===== src/rtl/inst_buffer.sv =====
// Fetch-side instruction buffer: owns the fetch PC, accepts in-order icache lanes
// into a circular buffer and presents the oldest N_WAY entries to dispatch.
module inst_buffer #(
   parameter int XLEN = 32,
   parameter int N_WAY = 3,
   parameter int IB_SIZE = 8,
   parameter logic [XLEN-1:0] RESET_PC = '0
) (
   input  logic                         clock,
   input  logic                         reset,
   input  logic                         flush,
   input  logic [XLEN-1:0]              redirect_pc,
   input  logic [N_WAY*XLEN-1:0]        Icache_data_out,
   input  logic [N_WAY*XLEN-1:0]        Icache_addr_out,
   input  logic [N_WAY-1:0]             Icache_valid_out,
   output logic [XLEN-1:0]              proc2Icache_addr,
   output logic [$clog2(N_WAY):0]       proc2Icache_count,
   input  logic [$clog2(N_WAY):0]       dispatch_count,
   output logic [N_WAY*XLEN-1:0]        ib_inst,
   output logic [N_WAY*XLEN-1:0]        ib_pc,
   output logic [N_WAY-1:0]             ib_valid
);

   localparam int PTRW = $clog2(IB_SIZE);
   localparam int CNTW = PTRW + 1;
   localparam int LCW  = $clog2(N_WAY) + 1;

   logic [XLEN-1:0] pcMem_q   [IB_SIZE];
   logic [XLEN-1:0] instMem_q [IB_SIZE];

   logic [PTRW-1:0] head_q, head_d;
   logic [PTRW-1:0] tail_q, tail_d;
   logic [CNTW-1:0] count_q, count_d;
   logic [XLEN-1:0] fetchPc_q, fetchPc_d;

   logic [N_WAY-1:0] laneOk;
   logic [CNTW-1:0]  dispReq;
   logic [CNTW-1:0]  dispN;
   logic [CNTW-1:0]  space;
   logic [CNTW-1:0]  acceptN;
   logic [CNTW-1:0]  freeSlots;
   logic             run;

   // A lane is usable only if it is valid and carries the PC we expect at that
   // position, so stale or repeated icache responses are naturally discarded.
   always_comb begin
      laneOk = '0;
      for (int i = 0; i < N_WAY; i++) begin
         laneOk[i] = Icache_valid_out[i] &&
                     (Icache_addr_out[i*XLEN +: XLEN] == fetchPc_q + XLEN'(4 * i));
      end
   end

   // Space freed by this cycle's dispatch may be refilled in the same cycle.
   always_comb begin
      dispReq = CNTW'(dispatch_count);
      dispN   = (dispReq > count_q) ? count_q : dispReq;
      space   = CNTW'(IB_SIZE) - count_q + dispN;
      acceptN = '0;
      run     = 1'b1;
      for (int i = 0; i < N_WAY; i++) begin
         if (run && laneOk[i] && (CNTW'(i) < space)) begin
            acceptN = acceptN + CNTW'(1);
         end else begin
            run = 1'b0;
         end
      end
   end

   always_comb begin
      head_d    = head_q;
      tail_d    = tail_q;
      count_d   = count_q;
      fetchPc_d = fetchPc_q;
      if (flush) begin
         head_d    = '0;
         tail_d    = '0;
         count_d   = '0;
         fetchPc_d = redirect_pc;
      end else begin
         head_d    = head_q + dispN[PTRW-1:0];
         tail_d    = tail_q + acceptN[PTRW-1:0];
         count_d   = count_q + acceptN - dispN;
         fetchPc_d = fetchPc_q + (XLEN'(acceptN) << 2);
      end
   end

   always_ff @(posedge clock or negedge reset) begin
      if (!reset) begin
         head_q    <= '0;
         tail_q    <= '0;
         count_q   <= '0;
         fetchPc_q <= RESET_PC;
      end else begin
         head_q    <= head_d;
         tail_q    <= tail_d;
         count_q   <= count_d;
         fetchPc_q <= fetchPc_d;
      end
   end

   // Entry storage needs no reset; validity is tracked by count alone.
   always_ff @(posedge clock) begin
      if (!flush) begin
         for (int i = 0; i < N_WAY; i++) begin
            if (CNTW'(i) < acceptN) begin
               pcMem_q[tail_q + PTRW'(i)]   <= Icache_addr_out[i*XLEN +: XLEN];
               instMem_q[tail_q + PTRW'(i)] <= Icache_data_out[i*XLEN +: XLEN];
            end
         end
      end
   end

   assign proc2Icache_addr = fetchPc_q;
   assign freeSlots        = CNTW'(IB_SIZE) - count_q;
   assign proc2Icache_count = (freeSlots >= CNTW'(N_WAY)) ? LCW'(N_WAY) : LCW'(freeSlots);

   always_comb begin
      ib_inst  = '0;
      ib_pc    = '0;
      ib_valid = '0;
      for (int i = 0; i < N_WAY; i++) begin
         ib_inst[i*XLEN +: XLEN] = instMem_q[head_q + PTRW'(i)];
         ib_pc[i*XLEN +: XLEN]   = pcMem_q[head_q + PTRW'(i)];
         ib_valid[i]             = (CNTW'(i) < count_q);
      end
   end

endmodule


===== config.mk =====
export PLATFORM = sky130hd
export DESIGN_NAME = inst_buffer
export DESIGN_NICKNAME = d
export VERILOG_FILES = /design/src/rtl/inst_buffer.sv
export SDC_FILE = /design/constraint.sdc
export NUM_CORES = 2
export LEC_CHECK = 0
export CAP_MARGIN = 20
export CORE_MARGIN = 5
export CORE_UTILIZATION = 51
export DETAILED_ROUTE_END_ITERATION = 8
export PLACE_DENSITY = 0.73
export RECOVER_POWER = 100
export SLEW_MARGIN = 15
export SYNTH_ARGS = -nofsm -noshare
export SYNTH_HDL_FRONTEND = slang
export SYNTH_SLANG_ARGS = --single-unit

===== constraint.sdc =====
create_clock -name clock -period 15.5 [get_ports clock]
set_input_delay 3.1 -clock clock [delete_from_list [all_inputs] [get_ports clock]]
set_output_delay 3.1 -clock clock [all_outputs]
set_load 0.1 [all_outputs]

==> metrics.txt <==
die boundary width=303 µm; H-tree levels=3; Final Hold Fails=0; relative slew slack=-1.98; Mapped Nets=3618; Routed Antenna Nets=0; final WL=148000 µm; # rows=107; total power=9.55 mW; HP Start=tail_q[0]; GRT Util Overall=0.311; CTS clk-pin slew, worst paths=60 ps; Clk pwr share=0.158; Post-Syn Instances=3354; Synth Area in Adders=0.00992; actual slew at the worst max-slew pin=4460 ps; Slew Viols, Final=1306; Worst R2R Path Depth=23; Power Density=193 nW/µm²; largest net degree at the start of global routing=88; result of the run=complete, but fails checks; EDFF count, synth=512; CP max stage delay=2380 ps; Overflow after GRT=0; drt first pass iters=6; Setup Crit Path Kind=input pin to register; asr flop ratio synth=0.0758; mux cell area share after synthesis=0.454; main combinational cell family by area after synthesis=multiplexers; Startpoint Class=input pin; Synth Area in Simple Gates=0.0491; post-synthesis xor/xnor area fraction=0.0305; Synth warnings=0; initial antenna violation count=36; Worst EP required=15840 ps; Mean Syn Cell Area=13.0 µm²; Clock Sinks=554; Reg-to-Reg End=pcMem_q[7][30]; failing checks=max-capacitance violations, max-slew violations; Resize count post-CTS=0; # setup viols final=0; core area=85000 µm²; critical path peak fanout=36; synth unique cells=66; # Max-Cap Violations=32; Synth Area in Compound Gates=0.0386; part of the power in registers=0.185; I/O pins=463; synth-to-layout area growth=13.3%; vias in the first global route=31.3k; P_leak=16.4 nW; Die Y=303 µm; RSZ-0062 raised after global routing=no; global-route wire length before repair=212000 µm; CTS Buf Count=66; PortBufs=461; Initial Utilization=0.514; switch share=0.546; Final #Nets=3844; CTS tree=built; Clock Path Buffers=3; post-DR vias/cell=6.49; critical path arrival=13170 ps; worst reg2reg path startpoint=count_q[1]; share of cells above drive strength 1=0.344; slowest CP cell=clkbuf_1; post-synthesis sequential area ratio=0.376; Clock Latency Late Sink=600 ps; FF+latch count, synth=554; setup TNS=0 ps; WL/cell=30.8 µm; hold_buf cts=0; commonest non-fill, non-tap cells in the layout=mux2_2, edfxtp_1, mux2_1; Die ar.=91600 µm²; Primary FF master, synth=edfxtp_1; NetSw=5.21 mW; VDD IR max=282 µV; critical path endpoint category=register; Root Driver=clkbuf_16; Int Power=4.34 mW; Achievable Freq=77.9 MHz; Initial DRC Count=3243; reg2reg setup slack=5000 ps; final setup skew=26.3 ps; min Tclk post-route=12830 ps; setup bufs post-CTS=0; Hold/Removal Path Class=register to register; most common cell after layout, fill and taps aside=mux2_2; Mapped Area=43700 µm²; Final GP Congestion=0.936; Hold EP=tail_q[0]; combinational share of power=0.657; DP Wirelength=92800 µm; # DRC=0; fillers=7095; Hold Crit Depth=2; via count=31.2k; crit share post-route=0.828
==> flip-flops by register name, summed over array words and instances, names as in the netlist <==
register / flops
pcMem_q: 256
tail_q: 3
head_q: 3
count_q: 4
proc2Icache_addr: 32
instMem_q: 256
==> power by group through the flow <==
stage	sequential [mW]	clock [mW]	combinational (mW)
4_1_cts	1.77	1.52	6.37
3_3_place_gp	1.80	0	6.32
3_5_place_dp	1.80	0	6.34
6_report	1.77	1.51	6.27
5_1_grt	1.78	1.58	6.49
2_1_floorplan	1.75	0	4.93
==> synth_stat cells (26+ instances only) <==
| master | number | area [µm²] |
|---|---|---|
| xnor2_1 | 97 | 850 |
| nand2_1 | 201 | 754 |
| mux2i_1 | 81 | 811 |
| buf_2 | 39 | 195 |
| mux4_2 | 192 | 4320 |
| xor2_1 | 55 | 482 |
| clkbuf_1 | 211 | 792 |
| mux2_4 | 300 | 4500 |
| dfrtp_1 | 42 | 1050 |
| a21oi_1 | 78 | 390 |
| o21ai_0 | 168 | 841 |
| mux2_2 | 906 | 10200 |
| buf_6 | 38 | 428 |
| edfxtp_1 | 512 | 15400 |
| nand4_1 | 26 | 163 |
| nor2_1 | 99 | 372 |
| buf_1 | 70 | 263 |
==> per-stage QoR <==
step	cell area (µm²)	instances	setup slack, ps	utilization	hold WS (ps)
after floorplan	43700	3354	768	-	612
after global placement	48700	4654	4710	0.572	758
after detailed placement	48700	4655	4500	0.573	754
after CTS	50700	4767	5110	0.596	775
after global routing	49500	4795	2410	0.582	812
final	49500	4798	2670	0.582	775
==> worst max path at each step <==
stage / from / end / slack (ps) / cells past startpoint
global placement: dispatch_count[0] / proc2Icache_addr[22] / 4710 / 33
detailed placement: dispatch_count[1] / proc2Icache_addr[30] / 4500 / 31
global route: head_q[2] / ib_pc[19] / 2410 / 5
finish: dispatch_count[0] / pcMem_q[7][30] / 2670 / 25
floorplan: dispatch_count[1] / instMem_q[0][0] / 770 / 16
CTS: dispatch_count[1] / proc2Icache_addr[24] / 5110 / 31
==> final cells by class <==
type / instances / area, µm² / area share
clock inverters: 28 / 219 / 0.00443
clock buffers: 84 / 1800 / 0.0365
multi-input cells: 2415 / 24500 / 0.494
inverters: 22 / 87.6 / 0.00177
well taps: 1144 / 1430 / 0.0289
repair buffers: 521 / 4960 / 0.100
flip-flops and latches: 554 / 16400 / 0.332
diodes: 30 / 75.1 / 0.00152
==> routing by layer <==
layer  vias to the layer above  GRT usage  wire [µm]
met1                     15765      0.421      59300
met3                       306     0.0522      13200
met5                         -          0         46
li1                      13334          -          -
met4                         6      0.121       5770
met2                      1752      0.506      69300
==> cells by family (layout without fill, tap and decap cells) <==
family / Yosys count / after routing
DFF: 554 / 554
adders and majority gates: 31 / 31
and+or+nand+nor: 454 / 454
muxes: 1479 / 1479
AOI/OAI and AO/OA: 298 / 298
xor gates and xnor gates: 152 / 152
buffers and inverters: 385 / 655
other: 1 / 31
==> critical path: cells and delay by family <==
family	cells	cell delay (ps)
AOI/OAI and AO/OA	6	1330
xor gates and xnor gates	1	180
adders and majority gates	4	1190
buffers and inverters	6	5740
muxes	1	490
and+or+nand+nor	7	1090
(Power assumes the default switching activity.)
